==> config.mk <==
export PLATFORM = sky130hd
export DESIGN_NAME = reg_writeback
export DESIGN_NICKNAME = d
export VERILOG_FILES = /design/src/rtl/reg_wb_pkg.sv /design/src/rtl/reg_wb_fifo.sv /design/src/rtl/reg_writeback.sv
export SDC_FILE = /design/constraint.sdc
export NUM_CORES = 1
export LEC_CHECK = 0
export BUFFER_PORTS_ARGS = -buffer_cell sky130_fd_sc_hd__buf_2
export CAP_MARGIN = 20
export CORE_MARGIN = 4
export CORE_UTILIZATION = 49
export DETAILED_ROUTE_END_ITERATION = 7
export PLACE_DENSITY = 0.8
export SLEW_MARGIN = 20
export SYNTH_ARGS = -nofsm -noshare
export SYNTH_HDL_FRONTEND = slang
export SYNTH_SLANG_ARGS = --single-unit
export TNS_END_PERCENT = 20
==> constraint.sdc <==
create_clock -name clk -period 2.4 [get_ports clk]
set_clock_uncertainty 0.05 [all_clocks]
set_input_delay 0.12 -clock clk [delete_from_list [all_inputs] [get_ports clk]]
set_output_delay 0.12 -clock clk [all_outputs]
set_load 0.03 [all_outputs]
==> src/rtl/reg_wb_pkg.sv <==
// reg_wb_pkg: shared types for the writeback stage (reg_writeback).
package reg_wb_pkg;

  localparam int unsigned DATA_W_DEF = 32;
  localparam int unsigned ADDR_W_DEF = 5;

  // One buffered load result: destination register and its value.
  typedef struct packed {
    logic [ADDR_W_DEF-1:0] rd;
    logic [DATA_W_DEF-1:0] data;
  } wb_entry_t;

  // One pending bit per architectural register.
  typedef logic [31:0] pending_t;

  // Source selected for the write port at the next edge.
  typedef enum logic [1:0] {
    WB_SRC_NONE,
    WB_SRC_ALU,
    WB_SRC_LD
  } wb_src_e;

endpackage

==> src/rtl/reg_wb_fifo.sv <==
// reg_wb_fifo: small FIFO holding load results for the writeback stage.
// Pointers wrap modulo DEPTH, so DEPTH need not be a power of two.
module reg_wb_fifo
  import reg_wb_pkg::*;
#(
  parameter int unsigned DEPTH = 2,
  parameter type entry_t = wb_entry_t
) (
  input  logic                       clk,
  input  logic                       rst_n,
  input  logic                       push,
  input  entry_t                     push_data,
  input  logic                       pop,
  output entry_t                     pop_data,
  output logic [$clog2(DEPTH+1)-1:0] count,
  output logic                       full,
  output logic                       empty
);

  localparam int unsigned PTR_W = (DEPTH > 1) ? $clog2(DEPTH) : 1;
  localparam int unsigned CNT_W = $clog2(DEPTH + 1);
  localparam logic [PTR_W-1:0] LAST = PTR_W'(DEPTH - 1);

  entry_t           mem [DEPTH];
  logic [PTR_W-1:0] wr_ptr;
  logic [PTR_W-1:0] rd_ptr;
  logic             do_push;
  logic             do_pop;

  assign full     = (count == CNT_W'(DEPTH));
  assign empty    = (count == '0);
  assign do_push  = push && !full;
  assign do_pop   = pop && !empty;
  assign pop_data = mem[rd_ptr];

  // Storage array; contents need no reset since count gates visibility.
  always_ff @(posedge clk) begin
    if (do_push) mem[wr_ptr] <= push_data;
  end

  // Pointer and occupancy bookkeeping.
  always_ff @(posedge clk or negedge rst_n) begin
    if (!rst_n) begin
      wr_ptr <= '0;
      rd_ptr <= '0;
      count  <= '0;
    end else begin
      if (do_push) wr_ptr <= (wr_ptr == LAST) ? '0 : wr_ptr + 1'b1;
      if (do_pop)  rd_ptr <= (rd_ptr == LAST) ? '0 : rd_ptr + 1'b1;
      case ({do_push, do_pop})
        2'b10:   count <= count + 1'b1;
        2'b01:   count <= count - 1'b1;
        default: count <= count;
      endcase
    end
  end

endmodule

==> src/rtl/reg_writeback.sv <==
// reg_writeback: register-file write port producer. Merges ALU results
// (priority) with queued load results and tracks pending load destinations.
// Optional feature macro: REG_WB_FWD_EN adds write-port forwarding outputs.
module reg_writeback
  import reg_wb_pkg::*;
#(
  parameter int unsigned DATA_W   = DATA_W_DEF,
  parameter int unsigned ADDR_W   = ADDR_W_DEF,
  parameter int unsigned LQ_DEPTH = 2
) (
  input  logic              clk,
  input  logic              rst_n,
  input  logic              alu_valid,
  input  logic [ADDR_W-1:0] alu_rd,
  input  logic [DATA_W-1:0] alu_data,
  input  logic              ld_issue,
  input  logic [ADDR_W-1:0] ld_issue_rd,
  input  logic              ld_valid,
  output logic              ld_ready,
  input  logic [ADDR_W-1:0] ld_rd,
  input  logic [DATA_W-1:0] ld_data,
  input  logic [ADDR_W-1:0] chk_ad1,
  input  logic [ADDR_W-1:0] chk_ad2,
  input  logic [ADDR_W-1:0] chk_rd,
  output logic              hazard,
  output logic              we3,
  output logic [ADDR_W-1:0] ad3,
  output logic [DATA_W-1:0] wd3,
`ifdef REG_WB_FWD_EN
  output logic              fwd1_en,
  output logic              fwd2_en,
  output logic [DATA_W-1:0] fwd_data,
`endif
  output logic              busy
);

  typedef struct packed {
    logic [ADDR_W-1:0] rd;
    logic [DATA_W-1:0] data;
  } entry_t;

  localparam int unsigned CNT_W = $clog2(LQ_DEPTH + 1);

  entry_t            push_entry;
  entry_t            head;
  logic              push;
  logic              pop;
  logic              lq_full;
  logic              lq_empty;
  logic [CNT_W-1:0]  lq_count;
  wb_src_e           src;
  pending_t          pending;
  pending_t          pending_nxt;
  logic              we_nxt;
  logic [ADDR_W-1:0] ad_nxt;
  logic [DATA_W-1:0] wd_nxt;

  // Credit is based on current occupancy only; a same-cycle pop does not help.
  assign ld_ready   = !lq_full;
  assign push       = ld_valid && ld_ready;
  assign push_entry = '{rd: ld_rd, data: ld_data};

  reg_wb_fifo #(
    .DEPTH   (LQ_DEPTH),
    .entry_t (entry_t)
  ) u_lq (
    .clk       (clk),
    .rst_n     (rst_n),
    .push      (push),
    .push_data (push_entry),
    .pop       (pop),
    .pop_data  (head),
    .count     (lq_count),
    .full      (lq_full),
    .empty     (lq_empty)
  );

  // Arbitration: ALU always wins, otherwise drain the load queue.
  always_comb begin
    src = WB_SRC_NONE;
    pop = 1'b0;
    if (alu_valid) begin
      src = WB_SRC_ALU;
    end else if (!lq_empty) begin
      src = WB_SRC_LD;
      pop = 1'b1;
    end
  end

  // Next write-port value; writes to x0 become an idle port.
  always_comb begin
    we_nxt = 1'b0;
    ad_nxt = '0;
    wd_nxt = '0;
    unique case (src)
      WB_SRC_ALU: begin
        if (alu_rd != '0) begin
          we_nxt = 1'b1;
          ad_nxt = alu_rd;
          wd_nxt = alu_data;
        end
      end
      WB_SRC_LD: begin
        if (head.rd != '0) begin
          we_nxt = 1'b1;
          ad_nxt = head.rd;
          wd_nxt = head.data;
        end
      end
      default: ;
    endcase
  end

  // Registered register-file write port.
  always_ff @(posedge clk or negedge rst_n) begin
    if (!rst_n) begin
      we3 <= 1'b0;
      ad3 <= '0;
      wd3 <= '0;
    end else begin
      we3 <= we_nxt;
      ad3 <= ad_nxt;
      wd3 <= wd_nxt;
    end
  end

  // Scoreboard update: clear on pop, then set on issue so a new issue wins.
  always_comb begin
    pending_nxt = pending;
    if (pop) pending_nxt[head.rd] = 1'b0;
    if (ld_issue) pending_nxt[ld_issue_rd] = 1'b1;
    pending_nxt[0] = 1'b0;
  end

  // Scoreboard register.
  always_ff @(posedge clk or negedge rst_n) begin
    if (!rst_n) pending <= '0;
    else        pending <= pending_nxt;
  end

`ifdef REG_WB_FWD_EN
  assign fwd1_en  = we3 && (ad3 != '0) && (ad3 == chk_ad1);
  assign fwd2_en  = we3 && (ad3 != '0) && (ad3 == chk_ad2);
  assign fwd_data = wd3;
  assign hazard   = (pending[chk_ad1] & ~fwd1_en) |
                    (pending[chk_ad2] & ~fwd2_en) |
                    pending[chk_rd];
`else
  assign hazard   = pending[chk_ad1] | pending[chk_ad2] | pending[chk_rd];
`endif

  assign busy = (lq_count != '0) || (pending != '0);

endmodule

### After elaboration in Yosys (flattened, before gate mapping)

Memories as Yosys holds them, arrays and structs flattened.
Index checks and enable logic that the tools add are counted.

| operators by class | value |
|---|---|
| mux-type cells | 30 |
| $add $sub $neg | 4 |
| shifts and indexed selects | 0 |
| reductions and logical operators | 14 |
| bitwise operators | 5 |
| eq/ne operators | 5 |
| divide/modulo/power cells | 0 |
| order comparisons | 7 |
| multiply operators | 0 |

Operator list:

| operator | number |
|---|---|
| $mux W32 | 4 |
| $pmux W32 S2 | 1 |
| $and A32 B32 Y32 | 1 |
| $not A32 Y32 | 1 |
| $or A32 B32 Y32 | 1 |
| $reduce_bool A32 Y1 | 1 |
| $lt A5 B6 Y1 const B | 5 |
| $bmux W1 S5 | 3 |
| $mux W1 | 13 |
| $demux W1 S5 | 2 |
| $ge A5 B1 Y1 const B | 2 |
| $mux W5 | 2 |
| $pmux W5 S2 | 1 |
| $reduce_bool A5 Y1 | 2 |
| $eq A2 B2 Y1 const B | 3 |
| $logic_and A1 B1 Y1 | 5 |
| $eq A2 B1 Y1 const B | 2 |
| $mux W2 | 2 |
| $pmux W2 S2 | 1 |
| $reduce_bool A2 Y1 | 2 |
| $add A1 B1 Y1 const B | 2 |
| $add A2 B1 Y2 const B | 1 |
| $logic_not A1 Y1 | 2 |
| $logic_not A2 Y1 | 1 |
| other kinds (4) | 5 |

| storage, ports and cells | value |
|---|---|
| memories kept | 1 |
| ROM bits | 0 |
| flip-flop bits (word level) | 73 |
| RAM bits | 74 |
| latch bits | 0 |

Memories:

| memory | words | bits a word | read ports | clocked after memory_dff | write ports | line | RTL |
|---|---|---|---|---|---|---|---|
| u_lq.mem | 2 | 37 | 1 | 0 | 1 | reg_wb_fifo.sv:24 | `entry_t mem [DEPTH];` |

### Longest topological paths before layout

An unclocked memory read counts as a cell.

| logic depth | value |
|---|---|
| word-level depth | 10 |
| depth in mapped cells | 8 |
| gate-level depth less buffers | 7 |

### By module

From an unflattened synthesis, not the netlist that was laid out.

| second synthesis, totals | value |
|---|---|
| cell total of the unflattened synthesis | 435 |
| area, all modules | 6572.6 sq um |

By module, submodules not included:

| module | instances | area each (sq um) | sequential area each (sq um) | cells an instance |
|---|---|---|---|---|
| reg_writeback | 1 | 3623.5 | 1726.7 | 302 |
| reg_wb_fifo | 1 | 2949.1 | 2322.2 | 133 |

### Least setup slack after synthesis

No wires, ideal clock.

| timing path | value |
|---|---|
| kind | reg2reg |
| from | reg u_lq.count[0] |
| to | mem u_lq.mem[0][0] (netlist bit) (enable) |
| period minus slack after synthesis | 2948 ps |
| required time | 1919 ps |
| setup slack | -548 ps |
| path buffers | 0 |
| cell stages (with the launch flop) | 4 |
| data arrival time | 2466 ps |
| cells stage by stage | dfrtp_1 -> nand2b_1 -> nand2_1 -> nor2_1 |

| on the way | value |
|---|---|
| word-level cells in the longest chain between the ends | 6 |

Ends and longest elaborated chain:

| element | line | RTL |
|---|---|---|
| from (decl) | reg_wb_fifo.sv:15 | `output logic [$clog2(DEPTH+1)-1:0] count,` |
| from (signal assigned) | reg_wb_fifo.sv:51 | `2'b10: count <= count + 1'b1;` |
| from (signal assigned) | reg_wb_fifo.sv:52 | `2'b01: count <= count - 1'b1;` |
| from (signal assigned) | reg_wb_fifo.sv:53 | `default: count <= count;` |
| $eq A2 B2 Y1 * | reg_wb_fifo.sv:30 | `assign full = (count == CNT_W'(DEPTH));` |
| $logic_not A1 Y1 * | reg_writeback.sv:59 | `assign ld_ready = !lq_full;` |
| net ld_ready | reg_writeback.sv:19 | `output logic ld_ready,` |
| $logic_and A1 B1 Y1 | reg_writeback.sv:60 | `assign push = ld_valid && ld_ready;` |
| $logic_and A1 B1 Y1 * | reg_wb_fifo.sv:32 | `assign do_push = push && !full;` |
| $mux W1 * | reg_wb_fifo.sv:38 | `if (do_push) mem[wr_ptr] <= push_data;` |
| $mux W1 (not written as such) * | reg_wb_fifo.sv:38 |  |
| to (decl) | reg_wb_fifo.sv:24 |  |

Mark *: on every way through the listed nets, which the timed path passes. The rest lies on a longest branch.

### Final worst setup path

| timing path | value |
|---|---|
| from | reg pending[19] |
| to | out hazard |

| on the way | value |
|---|---|
| word-level cells in the longest chain between the ends | 4 |
| elaborated cells on any way between the ends | 8 |
| classes of those cells | mux (6); bitwise (2) |

Ends and longest elaborated chain:

| element | line | RTL |
|---|---|---|
| from (decl) | reg_writeback.sv:52 | `pending_t pending;` |
| from (signal assigned) | reg_writeback.sv:138 | `else pending <= pending_nxt;` |
| $bmux W1 S5 | reg_writeback.sv:149 | `assign hazard = pending[chk_ad1] \| pending[chk_ad2] \| pending[chk_rd];` |
| $mux W1 (not written as such) | reg_writeback.sv:149 |  |
| $or A1 B1 Y1 | reg_writeback.sv:149 |  |
| $or A1 B1 Y1 * | reg_writeback.sv:149 |  |
| to (decl) | reg_writeback.sv:25 | `output logic hazard,` |

Every way passes the cells marked *; elsewhere a longest branch is shown, timed or not. The select of a mux whose other input is x is not followed.

==> summary.md <==
| Metric | Value |
|---|---|
| Worst-Skew Late Latency | `0.42 ns` |
| Cells after DPL | `788` |
| First-pass GRT wire length | `30500 µm` |
| Root buf cell | `clkbuf_16` |
| Sequential group share of total power | `41.7%` |
| Vias in the first global route | `5658` |
| Clock Sinks | `147` |
| Setup Viol. Count Final | `0` |
| Cell variety after synth | `49` |
| Fin worst setup slack | `0.0885 ns` |
| Routability cong. | `0.938` |
| Crit. End Element | `primary output` |
| IO Count | `140` |
| Cts bufs inserted | `17` |
| Worst R2R Setup Slack | `0.40 ns` |
| Starting DRT DRC Count | `496` |
| Clock Power Share | `27.8%` |
| Part of the cycle the worst path needs | `96.3%` |
| Routed WL per cell | `22.0 µm` |
| Most common cell after layout, fill and taps aside | `buf_2` |
| Post-Syn Area | `6470 µm²` |
| Tmin final | `2.31 ns` |
| Hold Path Origin | `ld_valid` |
| Pwr Total | `10000 µW` |
| Fillers | `811` |
| Cells on Worst Hold Path | `3` |
| Via density | `5.99` |
| Synth Register Bits | `147` |
| Setup Fix Bufs, Post-CTS | `0` |
| Reg2Reg Launch Point | `u_lq.rd_ptr` |
| Vias | `5391` |
| Syn. warnings | `0` |
| Max incr delay on CP | `0.50 ns` |
| Final HPWL DP | `11300 µm` |
| Asr flop ratio synth | `49.7%` |
| Chip width | `123 µm` |
| CTS tree | `yes` |
| Die Y | `123 µm` |
| H-tree depth | `4` |
| Ys flop type | `edfxtp_1` |
| Crit Path Max Fanout | `5` |
| Clock transition at path regs | `0.06 ns` |
| Compound-Gate Fraction of Synth Area | `10.1%` |
| CP top delay family | `simple AND/OR/NAND/NOR gates` |
| Core Box Area | `12800 µm²` |
| Switching Fraction | `35.9%` |
| Achievable Freq | `433 MHz` |
| DRC Markers | `0` |
| Synthesis-to-layout area growth | `34.9%` |
| Worst min path class | `in2reg` |
| RSZ-0062 raised after global routing | `no` |
| Cell Count, Final, Fillers Out | `900` |
| Setup TNS | `0 ns` |
| Simple-gate share of the synthesized area | `9.87%` |
| Fraction of synthesized area in multiplexers | `13.9%` |
| Internal power | `6410 µW` |
| Syn avg cell area | `13.2 µm²` |
| Reg area | `4050 µm²` |
| Port bufs | `139` |
| Most frequent cells in the layout | `buf_2, dlygate4sd3_1, edfxtp_1` |
| Synthesized Nets | `590` |
| Initial antenna violation count | `1` |
| Lkg Pwr | `0.00360 µW` |
| Crit path DAT | `2.14 ns` |
| Multi-input gate area | `2270 µm²` |
| Crit path buffers/inverters | `1` |
| Min-Delay Endpoint | `u_lq.wr_ptr` |
| Post-Synth Adder-Cell Area | `0.193%` |
| Layout Nets | `814` |
| Initial Util | `50.7%` |
| GRT Residual Overflow | `0` |
| PwrDens | `1150 nW/µm²` |
| Reg-to-reg endpoint | `wd3[3]` |
| Gr usage total | `27.1%` |
| Syn Inst Count | `490` |
| Slowest cell on crit path | `mux4_2` |
| Comb pwr share | `30.6%` |
| Worst Tran Pin Value | `0.954 ns` |
| Maximum vdd drop | `0.906 mV` |
| Crit path from | `pending[19]` |
| DRT Pass-1 Iters | `5` |
| Largest net degree at the start of global routing | `74` |
| Die area | `15100 µm²` |
| Slew Limit Fails | `0` |
| Max-cap violation count | `0` |
| DRT Wirelength | `19800 µm` |
| Status | `finished clean` |
| Rows | `41` |
| Synth Area in XOR/XNOR | `0.676%` |
| CP required | `2.23 ns` |
| Net Switching | `3590 µW` |
| Share of layout cells above drive strength 1 | `29.8%` |
| Critical path type | `reg2out` |
| Crit start category | `flop` |
| CP Cell Sequence | `mux4_2 > nor2_2 > nor4b_1 > nor4_1 > nand4_1 > buf_4` |
| Pre-CTS setup slack | `0.452 ns` |
| Main combinational cell family by area after synthesis | `multiplexers` |
| Fin. Hold Viols | `0` |
| Relative slew margins | `36.4%` |
| ANT nets after route | `0` |
| Post-synth EDFFs | `74` |
| Seq/Total Area, Yosys | `62.5%` |
| Clock Tree Buf Depth | `2` |
| Worst r2r path cells | `3` |
power by group through the flow:
stage / clock (µW) / combinational [µW] / sequential, µW
after floorplan: 0 / 1740 / 4240
after global placement: 0 / 2770 / 4070
after detailed placement: 0 / 2840 / 4130
after CTS: 2730 / 2960 / 4100
after global routing: 2910 / 3260 / 4240
final: 2780 / 3060 / 4170
worst max path at each step:
stage / depth (start not counted) / endpoint / slack [ns]
2_1_floorplan: 3 / u_lq.mem[0][0] / 0.06
3_3_place_gp: 7 / hazard / 0.48
3_5_place_dp: 3 / wd3[9] / 0.45
4_1_cts: 6 / hazard / 0.07
5_1_grt: 6 / hazard / 0.002
6_report: 6 / hazard / 0.09
cells by family (layout without fill, tap and decap cells):
logic type / Yosys count / count (layout)
flops: 147 / 147
buf+inv: 26 / 263
xor+xnor: 5 / 5
simple gates: 125 / 125
other cells: 0 / 1
mux: 68 / 68
fa+ha+maj: 1 / 1
compound gates: 118 / 118
per-stage QoR:
stage	hold slack [ns]	cell area, µm²	utilization, %
3_5_place_dp	0.262	7310	57.2
4_1_cts	0.0354	8710	68.2
3_3_place_gp	0.248	7310	57.2
2_1_floorplan	-0.226	6480	-
5_1_grt	0.0492	8740	68.4
6_report	0.0508	8740	68.4
cells in the mapped netlist, types with 2 or more instances:
library cell / number / area [µm²]
a2111oi_0: 4 / 35.0
a221oi_1: 2 / 17.5
buf_2: 5 / 25.0
buf_4: 4 / 30.0
buf_6: 8 / 90.1
clkbuf_1: 4 / 15.0
dfrtp_1: 73 / 1830
edfxtp_1: 74 / 2220
inv_1: 4 / 15.0
mux2_1: 6 / 67.6
mux2_2: 5 / 56.3
mux2_4: 2 / 30.0
mux2i_1: 38 / 380
mux2i_2: 2 / 27.5
mux4_2: 15 / 338
nand2_1: 57 / 214
nand2b_1: 5 / 31.3
nand3_1: 4 / 20.0
nand3b_1: 6 / 45.0
nand4_1: 5 / 31.3
nand4b_1: 2 / 17.5
nor2_1: 12 / 45.0
nor2b_1: 5 / 31.3
nor3_1: 2 / 10.0
nor3b_1: 3 / 22.5
nor4_1: 10 / 62.6
nor4b_1: 2 / 17.5
o21ai_0: 59 / 295
o21ai_1: 41 / 205
o22ai_1: 4 / 25.0
o32ai_1: 2 / 17.5
or3_1: 3 / 18.8
or3b_2: 3 / 26.3
xnor2_1: 4 / 35.0
flip-flops by register name (all words and copies together), names as in the netlist:
| register | count |
|---|---|
| ad3 | 5 |
| pending | 31 |
| u_lq.count | 2 |
| u_lq.mem | 74 |
| u_lq.rd_ptr | 1 |
| u_lq.wr_ptr | 1 |
| wd3 | 32 |
| we3 | 1 |
worst min-delay path: stages:
cell     delay (ns)
buf_2          0.11
nand2_1        0.16
xnor2_1        0.09
repair_timing:
action                                  in CTS  in global routing
resized for setup                            0                  9
endpoints found under the setup margin       0                  1
hold endpoints to repair                   184                  0
hold buffers                                79                  0
layer usage:
metal  share of wire, %  routed length (µm)  global-route usage (%)  up-vias
met5                  0                   0                       0        -
met4                3.9                 770                    12.5        0
met3                8.3                1640                    7.23       56
met2                 52               10300                    46.5      366
met1                 36                7170                    32.0     2664
li1                   -                   -                       -     2305
final cells by class:
| cell class | instances | share of cell area, % |
|---|---|---|
| antenna | 1 | 0.0286 |
| timing repair buffer | 226 | 17.9 |
| clock inverter | 14 | 1.99 |
| inverter | 5 | 0.215 |
| clock buffer | 18 | 5.03 |
| multi-input combinational | 317 | 26.0 |
| tap | 172 | 2.46 |
| sequential | 147 | 46.4 |
(Power assumes the default switching activity.)
